**config.mk**
```make
export PLATFORM = sky130hd
export DESIGN_NAME = infix_tokenizer_flat
export DESIGN_NICKNAME = d
export VERILOG_FILES = /design/src/rtl/infix_tokenizer_if.sv /design/src/rtl/infix_tokenizer.sv /design/src/flat_wrapper.sv
export SDC_FILE = /design/constraint.sdc
export NUM_CORES = 1
export LEC_CHECK = 0
export BUFFER_PORTS_ARGS = -buffer_cell sky130_fd_sc_hd__clkbuf_2
export CELL_PAD_IN_SITES_DETAIL_PLACEMENT = 0
export CELL_PAD_IN_SITES_GLOBAL_PLACEMENT = 1
export CORE_MARGIN = 1
export CORE_UTILIZATION = 39
export DETAILED_ROUTE_END_ITERATION = 8
export PLACE_DENSITY_LB_ADDON = 0.25
export SLEW_MARGIN = 5
export SYNTH_ARGS = -nofsm -noshare
export SYNTH_HDL_FRONTEND = slang
export SYNTH_SLANG_ARGS = --single-unit
export TNS_END_PERCENT = 5
```
**constraint.sdc**
```tcl
create_clock -name CLK -period 2.6 [get_ports CLK]
set_input_delay 0.26 -clock CLK [delete_from_list [all_inputs] [get_ports CLK]]
set_output_delay 0.26 -clock CLK [all_outputs]
set_load 0.02 [all_outputs]
```
**src/rtl/infix_tokenizer_if.sv**
```systemverilog
`default_nettype none
// ============================================================================
// Module   : infix_tokenizer_if
// Brief    : Character input and STB/ACK token output bundle of the tokenizer.
// Revision : 1.0
// ============================================================================
interface infix_tokenizer_if #(
    parameter int WIDTH = 8
);
    logic [7:0]       CHAR;
    logic             CHAR_STB;
    logic             CHAR_ACK;
    logic [7:0]       SIGN_OUT;
    logic             SIGN_OUT_STB;
    logic             SIGN_OUT_ACK;
    logic [WIDTH-1:0] NUMBER_OUT;
    logic             NUMBER_OUT_STB;
    logic             NUMBER_OUT_ACK;
    logic             OVERFLOW;
    logic             ERROR;

    modport master (
        input  CHAR, CHAR_STB, SIGN_OUT_ACK, NUMBER_OUT_ACK,
        output CHAR_ACK, SIGN_OUT, SIGN_OUT_STB, NUMBER_OUT, NUMBER_OUT_STB,
               OVERFLOW, ERROR
    );

    modport slave (
        output CHAR, CHAR_STB, SIGN_OUT_ACK, NUMBER_OUT_ACK,
        input  CHAR_ACK, SIGN_OUT, SIGN_OUT_STB, NUMBER_OUT, NUMBER_OUT_STB,
               OVERFLOW, ERROR
    );
endinterface
`default_nettype wire

```
**src/rtl/infix_tokenizer.sv**
```systemverilog
`default_nettype none
// ============================================================================
// Module   : infix_tokenizer
// Brief    : Folds an ASCII infix stream into number/operator STB/ACK tokens.
// Revision : 1.0
// ============================================================================
module infix_tokenizer #(
    parameter int WIDTH = 8
) (
    input  logic              CLK,
    input  logic              RST,
    infix_tokenizer_if.master tok
);

    localparam int               c_AW  = WIDTH + 4;
    localparam logic [WIDTH-1:0] c_MAX = {WIDTH{1'b1}};

    localparam logic [2:0] c_IDLE      = 3'd0;
    localparam logic [2:0] c_NUM       = 3'd1;
    localparam logic [2:0] c_EMIT_NUM  = 3'd2;
    localparam logic [2:0] c_EMIT_SIGN = 3'd3;
    localparam logic [2:0] c_EMIT_END  = 3'd4;

    logic [2:0]       r_state;
    logic [2:0]       r_after;
    logic [WIDTH-1:0] r_acc;
    logic [WIDTH-1:0] r_num_out;
    logic [7:0]       r_sign_out;
    logic             r_char_ack;
    logic             r_sign_stb;
    logic             r_num_stb;
    logic             r_overflow;
    logic             r_error;

    logic [2:0]       w_nxt;
    logic             w_take;
    logic             w_is_digit;
    logic             w_is_op;
    logic             w_is_ws;
    logic             w_is_end;
    logic [c_AW-1:0]  w_ext;
    logic [c_AW-1:0]  w_sum;
    logic             w_sat;

    assign w_take     = tok.CHAR_STB & r_char_ack;
    assign w_is_digit = (tok.CHAR >= 8'h30) && (tok.CHAR <= 8'h39);
    assign w_is_op    = (tok.CHAR == 8'h2B) || (tok.CHAR == 8'h2D) ||
                        (tok.CHAR == 8'h2A) || (tok.CHAR == 8'h2F);
    assign w_is_ws    = (tok.CHAR == 8'h20) || (tok.CHAR == 8'h0D);
    assign w_is_end   = (tok.CHAR == 8'h0A) || (tok.CHAR == 8'h3B);

    // acc*10 as shifts; ASCII digits carry their value in the low nibble
    assign w_ext = {4'b0000, r_acc};
    assign w_sum = (w_ext << 3) + (w_ext << 1) + {{WIDTH{1'b0}}, tok.CHAR[3:0]};
    assign w_sat = |w_sum[c_AW-1:WIDTH];

    always_comb begin
        w_nxt = r_state;
        case (r_state)
            c_IDLE, c_NUM: begin
                if (w_take) begin
                    if (w_is_digit)
                        w_nxt = c_NUM;
                    else if (r_state == c_NUM)
                        w_nxt = c_EMIT_NUM;
                    else if (w_is_op)
                        w_nxt = c_EMIT_SIGN;
                    else if (w_is_end)
                        w_nxt = c_EMIT_END;
                    else
                        w_nxt = c_IDLE;
                end
            end
            c_EMIT_NUM:  if (tok.NUMBER_OUT_ACK) w_nxt = r_after;
            c_EMIT_SIGN: if (tok.SIGN_OUT_ACK)   w_nxt = c_IDLE;
            c_EMIT_END: begin
                if (!(r_sign_stb && !tok.SIGN_OUT_ACK) && !(r_num_stb && !tok.NUMBER_OUT_ACK))
                    w_nxt = c_IDLE;
            end
            default: w_nxt = c_IDLE;
        endcase
    end

    always_ff @(posedge CLK or negedge RST) begin
        if (!RST) begin
            r_state    <= c_IDLE;
            r_after    <= c_IDLE;
            r_acc      <= '0;
            r_num_out  <= '0;
            r_sign_out <= '0;
            r_char_ack <= 1'b0;
            r_sign_stb <= 1'b0;
            r_num_stb  <= 1'b0;
            r_overflow <= 1'b0;
            r_error    <= 1'b0;
        end else begin
            r_state    <= w_nxt;
            r_char_ack <= (w_nxt == c_IDLE) || (w_nxt == c_NUM);
            case (r_state)
                c_IDLE, c_NUM: begin
                    if (w_take) begin
                        if (w_is_digit) begin
                            r_acc <= w_sat ? c_MAX : w_sum[WIDTH-1:0];
                            if (w_sat)
                                r_overflow <= 1'b1;
                        end else begin
                            // any non-digit terminates a pending number
                            if (r_state == c_NUM) begin
                                r_num_out <= r_acc;
                                r_num_stb <= 1'b1;
                                r_acc     <= '0;
                            end
                            if (w_is_op) begin
                                r_sign_out <= tok.CHAR;
                                r_after    <= c_EMIT_SIGN;
                                if (r_state == c_IDLE)
                                    r_sign_stb <= 1'b1;
                            end else if (w_is_end) begin
                                r_after <= c_EMIT_END;
                                if (r_state == c_IDLE) begin
                                    r_sign_out <= '0;
                                    r_num_out  <= '0;
                                    r_sign_stb <= 1'b1;
                                    r_num_stb  <= 1'b1;
                                end
                            end else begin
                                r_after <= c_IDLE;
                                if (!w_is_ws)
                                    r_error <= 1'b1;
                            end
                        end
                    end
                end
                c_EMIT_NUM: begin
                    if (tok.NUMBER_OUT_ACK) begin
                        r_num_stb <= 1'b0;
                        if (r_after == c_EMIT_SIGN)
                            r_sign_stb <= 1'b1;
                        if (r_after == c_EMIT_END) begin
                            r_sign_out <= '0;
                            r_num_out  <= '0;
                            r_sign_stb <= 1'b1;
                            r_num_stb  <= 1'b1;
                        end
                    end
                end
                c_EMIT_SIGN: begin
                    if (tok.SIGN_OUT_ACK)
                        r_sign_stb <= 1'b0;
                end
                c_EMIT_END: begin
                    if (tok.SIGN_OUT_ACK)
                        r_sign_stb <= 1'b0;
                    if (tok.NUMBER_OUT_ACK)
                        r_num_stb <= 1'b0;
                end
                default: ;
            endcase
        end
    end

    assign tok.CHAR_ACK       = r_char_ack;
    assign tok.SIGN_OUT       = r_sign_out;
    assign tok.SIGN_OUT_STB   = r_sign_stb;
    assign tok.NUMBER_OUT     = r_num_out;
    assign tok.NUMBER_OUT_STB = r_num_stb;
    assign tok.OVERFLOW       = r_overflow;
    assign tok.ERROR          = r_error;

endmodule
`default_nettype wire

```
**src/flat_wrapper.sv**
```systemverilog
// flat-port wrapper written by rule: the top's interface ports become plain ports
module infix_tokenizer_flat 
#(
    parameter int WIDTH = 8
)
  (CLK, RST, tok_CHAR, tok_CHAR_STB, tok_SIGN_OUT_ACK, tok_NUMBER_OUT_ACK, tok_CHAR_ACK, tok_SIGN_OUT, tok_SIGN_OUT_STB, tok_NUMBER_OUT, tok_NUMBER_OUT_STB, tok_OVERFLOW, tok_ERROR);
  infix_tokenizer_if #(.WIDTH(WIDTH)) tok_i ();
  input  logic CLK;
  input  logic RST;
  input wire logic [$bits(tok_i.CHAR)-1:0] tok_CHAR;
  input wire logic [$bits(tok_i.CHAR_STB)-1:0] tok_CHAR_STB;
  input wire logic [$bits(tok_i.SIGN_OUT_ACK)-1:0] tok_SIGN_OUT_ACK;
  input wire logic [$bits(tok_i.NUMBER_OUT_ACK)-1:0] tok_NUMBER_OUT_ACK;
  output wire logic [$bits(tok_i.CHAR_ACK)-1:0] tok_CHAR_ACK;
  output wire logic [$bits(tok_i.SIGN_OUT)-1:0] tok_SIGN_OUT;
  output wire logic [$bits(tok_i.SIGN_OUT_STB)-1:0] tok_SIGN_OUT_STB;
  output wire logic [$bits(tok_i.NUMBER_OUT)-1:0] tok_NUMBER_OUT;
  output wire logic [$bits(tok_i.NUMBER_OUT_STB)-1:0] tok_NUMBER_OUT_STB;
  output wire logic [$bits(tok_i.OVERFLOW)-1:0] tok_OVERFLOW;
  output wire logic [$bits(tok_i.ERROR)-1:0] tok_ERROR;
  assign tok_i.CHAR = tok_CHAR;
  assign tok_i.CHAR_STB = tok_CHAR_STB;
  assign tok_i.SIGN_OUT_ACK = tok_SIGN_OUT_ACK;
  assign tok_i.NUMBER_OUT_ACK = tok_NUMBER_OUT_ACK;
  assign tok_CHAR_ACK = tok_i.CHAR_ACK;
  assign tok_SIGN_OUT = tok_i.SIGN_OUT;
  assign tok_SIGN_OUT_STB = tok_i.SIGN_OUT_STB;
  assign tok_NUMBER_OUT = tok_i.NUMBER_OUT;
  assign tok_NUMBER_OUT_STB = tok_i.NUMBER_OUT_STB;
  assign tok_OVERFLOW = tok_i.OVERFLOW;
  assign tok_ERROR = tok_i.ERROR;
  infix_tokenizer #(.WIDTH(WIDTH)) u_core (.CLK(CLK), .RST(RST), .tok(tok_i));
endmodule
```
==> reports/results.tsv <==
metric	value	unit
status	finished, violations left	
failing checks	negative setup slack	
most common cell after layout, fill and taps aside	dfrtp_1	
Final Util	51.3	%
Required @ worst endpoint	2.75	ns
DRT Wirelength	5160	µm
Clock Sinks	34	
Slew HR	42.6	%
via count	1858	
per-cell routed wire length	15.1	µm
worst-path cell chain	fa_2 > fa_2 > a211oi_2 > o21ai_2 > o41ai_2 > o221ai_2 > a211oi_4 > buf_12 > a31oi_1	
die width	75.5	µm
Final Max Slew Viols	0	
# fillers	516	
Top cell by count, worst path	fa_2	
clock slew at reported path FFs	0.08	ns
DRT iter0 DRCs	109	
post-synthesis instance total	219	
maxcap violations	0	
Ports	34	
area of the multi-input gates	0.00122	mm²
RSZ-0062 raised after global routing	true	
TritonCTS clock tree	built	
Setup crit start	u_core.r_acc[0]$_DFFE_PN0P_	
worst reg2reg path startpoint	u_core.r_acc[0]$_DFFE_PN0P_	
Final ANT Viol Nets	0	
CTS Buffer Depth	2	
Initial Util	40.9	%
Via density	5.45	
Post-synth EDFFs	0	
crit-path max FO	9	
P per Cell Area	1090	mW/mm²
Syn. warnings	0	
GR Overflow Total	0	
Core ar.	0.00514	mm²
Layout Skew	0.00667	ns
largest net degree at the start of global routing	35	
Seq/Total Area, Yosys	40.4	%
Die H	75.5	µm
fin crit period	2.71	ns
Fin. Hold Viols	0	
initial antenna violation count	0	
vias in the first global route	1796	
syn avg cell area	9.61	µm²
most frequent cells in the layout	dfrtp_1, clkbuf_2, a21oi_1, nand2_1, buf_4	
net count after synthesis	249	
f_max	369	MHz
worst setup margin	-0.112	ns
hold buffer count at CTS	0	
WHS	0.0668	ns
htree depth	2	
cts bufs inserted	5	
Root Driver	clkbuf_8	
min-delay worst type	in2async	
ys flop type	dfrtp_1	
register area	851	µm²
Crit path largest cell delay	0.49	ns
CP Class	reg2reg	
first-pass GRT wire length	8660	µm
area delta synth->final	25.2	%
# port buffers	33	
worst IR drop on VDD	552	µV
Clock Latency Late Sink	0.29	ns
DRC	0	
P_leak	1.31	nW
Final Wtd Congestion	0.784	
synth unique cells	53	
share of post-route cells with drive strength above 1	28.8	%
type of origin of the critical path	flop	
final setup fails	9	
FP Rows	26	
hpwl dp	3730	µm
Worst Tran Pin Value	0.860	ns
Post-synth ARST share	100	%
crit path DAT	2.86	ns
die area	0.00569	mm²
# diodes	0	
router iterations before antenna repair	5	
fin crit share	104	%
Setup TNS Final	-0.765	ns
flops & latches, synth	34	
mapped cell area	0.00210	mm²
Critical-path top delay cell	fa_2	
Nets	300	
Total GRT Usage	20.4	%
endpoint class of the critical path	flop	
## sequential cells by signal, indices dropped and copies added (netlist names)
register and flops:
u_core.tok.OVERFLOW 1, u_core.r_acc 8, u_core.r_after 2, u_core.tok.SIGN_OUT_STB 1, u_core.tok.ERROR 1, u_core.tok.CHAR_ACK 1
u_core.r_state 3, u_core.tok.NUMBER_OUT_STB 1, u_core.tok.SIGN_OUT 8, u_core.tok.NUMBER_OUT 8
## metal layers
| metal | vias up | track usage [%] | part of all wire (%) |
|---|---|---|---|
| li1 | 927 | - | - |
| met1 | 863 | 29.6 | 51 |
| met2 | 61 | 30.6 | 43 |
| met3 | 7 | 4.10 | 4.9 |
| met4 | 0 | 6.17 | 0.99 |
| met5 | - | 0 | 0 |
## cell type report
cell class,count,share of cell area (%)
flip-flops and latches,34,32.3
well taps,70,3.32
clock inverters,3,2.61
multi-input cells,171,46.2
inverters,6,0.855
clock buffers,5,2.61
repair buffers,52,12.2
## where the power goes
group          internal (mW)  leakage (nW)  switching [mW]
clock network          0.384        0.0683           0.206
registers              0.682         0.451           0.136
logic                  0.644         0.793           0.813
## critical path, delay by kind of cell, from the launching register on
| kind | cells | cell delay (ns) |
|---|---|---|
| AOI/OAI and AO/OA | 6 | 1.10 |
| adders and majority gates | 2 | 0.91 |
| buffers and inverters | 1 | 0.16 |
| DFF | 1 | 0.41 |
## cells by family after synthesis
kind of cell | Yosys count | share of synthesized area [%]
buffers and inverters | 14 | 3.27
flip-flops | 34 | 40.4
AO/OA/AOI/OAI | 83 | 27.8
adder cells (fa/ha/maj) | 17 | 10.8
XOR/XNOR | 6 | 2.50
AND/OR/NAND/NOR | 65 | 15.2
## worst paths after layout
| check | endpoint | slack, ns | cells after the start |
|---|---|---|---|
| min | u_core.tok.SIGN_OUT[6]$_DFFE_PN0P_ | 0.07 | 1 |
| max in group asynchronous | u_core.r_acc[2]$_DFFE_PN0P_ | 1.99 | 1 |
| max | u_core.r_acc[5]$_DFFE_PN0P_ | -0.11 | 9 |
| max reg2reg | u_core.r_acc[5]$_DFFE_PN0P_ | -0.11 | 9 |
| min in group CLK | u_core.tok.SIGN_OUT[0]$_DFFE_PN0P_ | 0.31 | 3 |
| min reg2reg | u_core.tok.SIGN_OUT[3]$_DFFE_PN0P_ | 0.48 | 2 |
## per-stage QoR
stage | power [mW] | setup slack [ns] | instances | instance area, µm²
2_1_floorplan | 1.70 | -0.0886 | 219 | 2110
3_3_place_gp | 2.22 | -0.187 | 331 | 2460
3_5_place_dp | 2.23 | -0.224 | 331 | 2460
4_1_cts | 2.87 | -0.0583 | 341 | 2630
5_1_grt | 3.06 | -0.233 | 341 | 2640
6_report | 2.87 | -0.112 | 341 | 2640
## Yosys cell counts, drive strengths merged, types with 2 or more instances
library cell	n	area (µm²)
a21o	4	31.3
nor3	6	35.0
dfrtp	34	851
o21ai	16	87.6
inv	6	22.5
nand3	3	15.0
o2111a	2	22.5
nand2	21	78.8
ha	15	188
and2	5	31.3
nor2	15	56.3
or2	2	12.5
nor4	2	12.5
o211ai	3	22.5
o31ai	2	20.0
xor2	3	26.3
and3	5	32.5
a22o	8	70.1
clkbuf	3	12.5
a211oi	4	47.5
a21oi	24	124
o41ai	2	17.5
o2111ai	2	17.5
o32a	2	20.0
buf	4	22.5
nor2b	2	12.5
fa	2	40.0
xnor2	3	26.3
a31oi	5	31.3
## timing repair
action                                  in CTS  in global routing
pin swaps                                    5                  2
buffers inserted                             2                  0
endpoints found under the setup margin       9                  9
resized for setup                            4                  1
(Power assumes the default switching activity.)
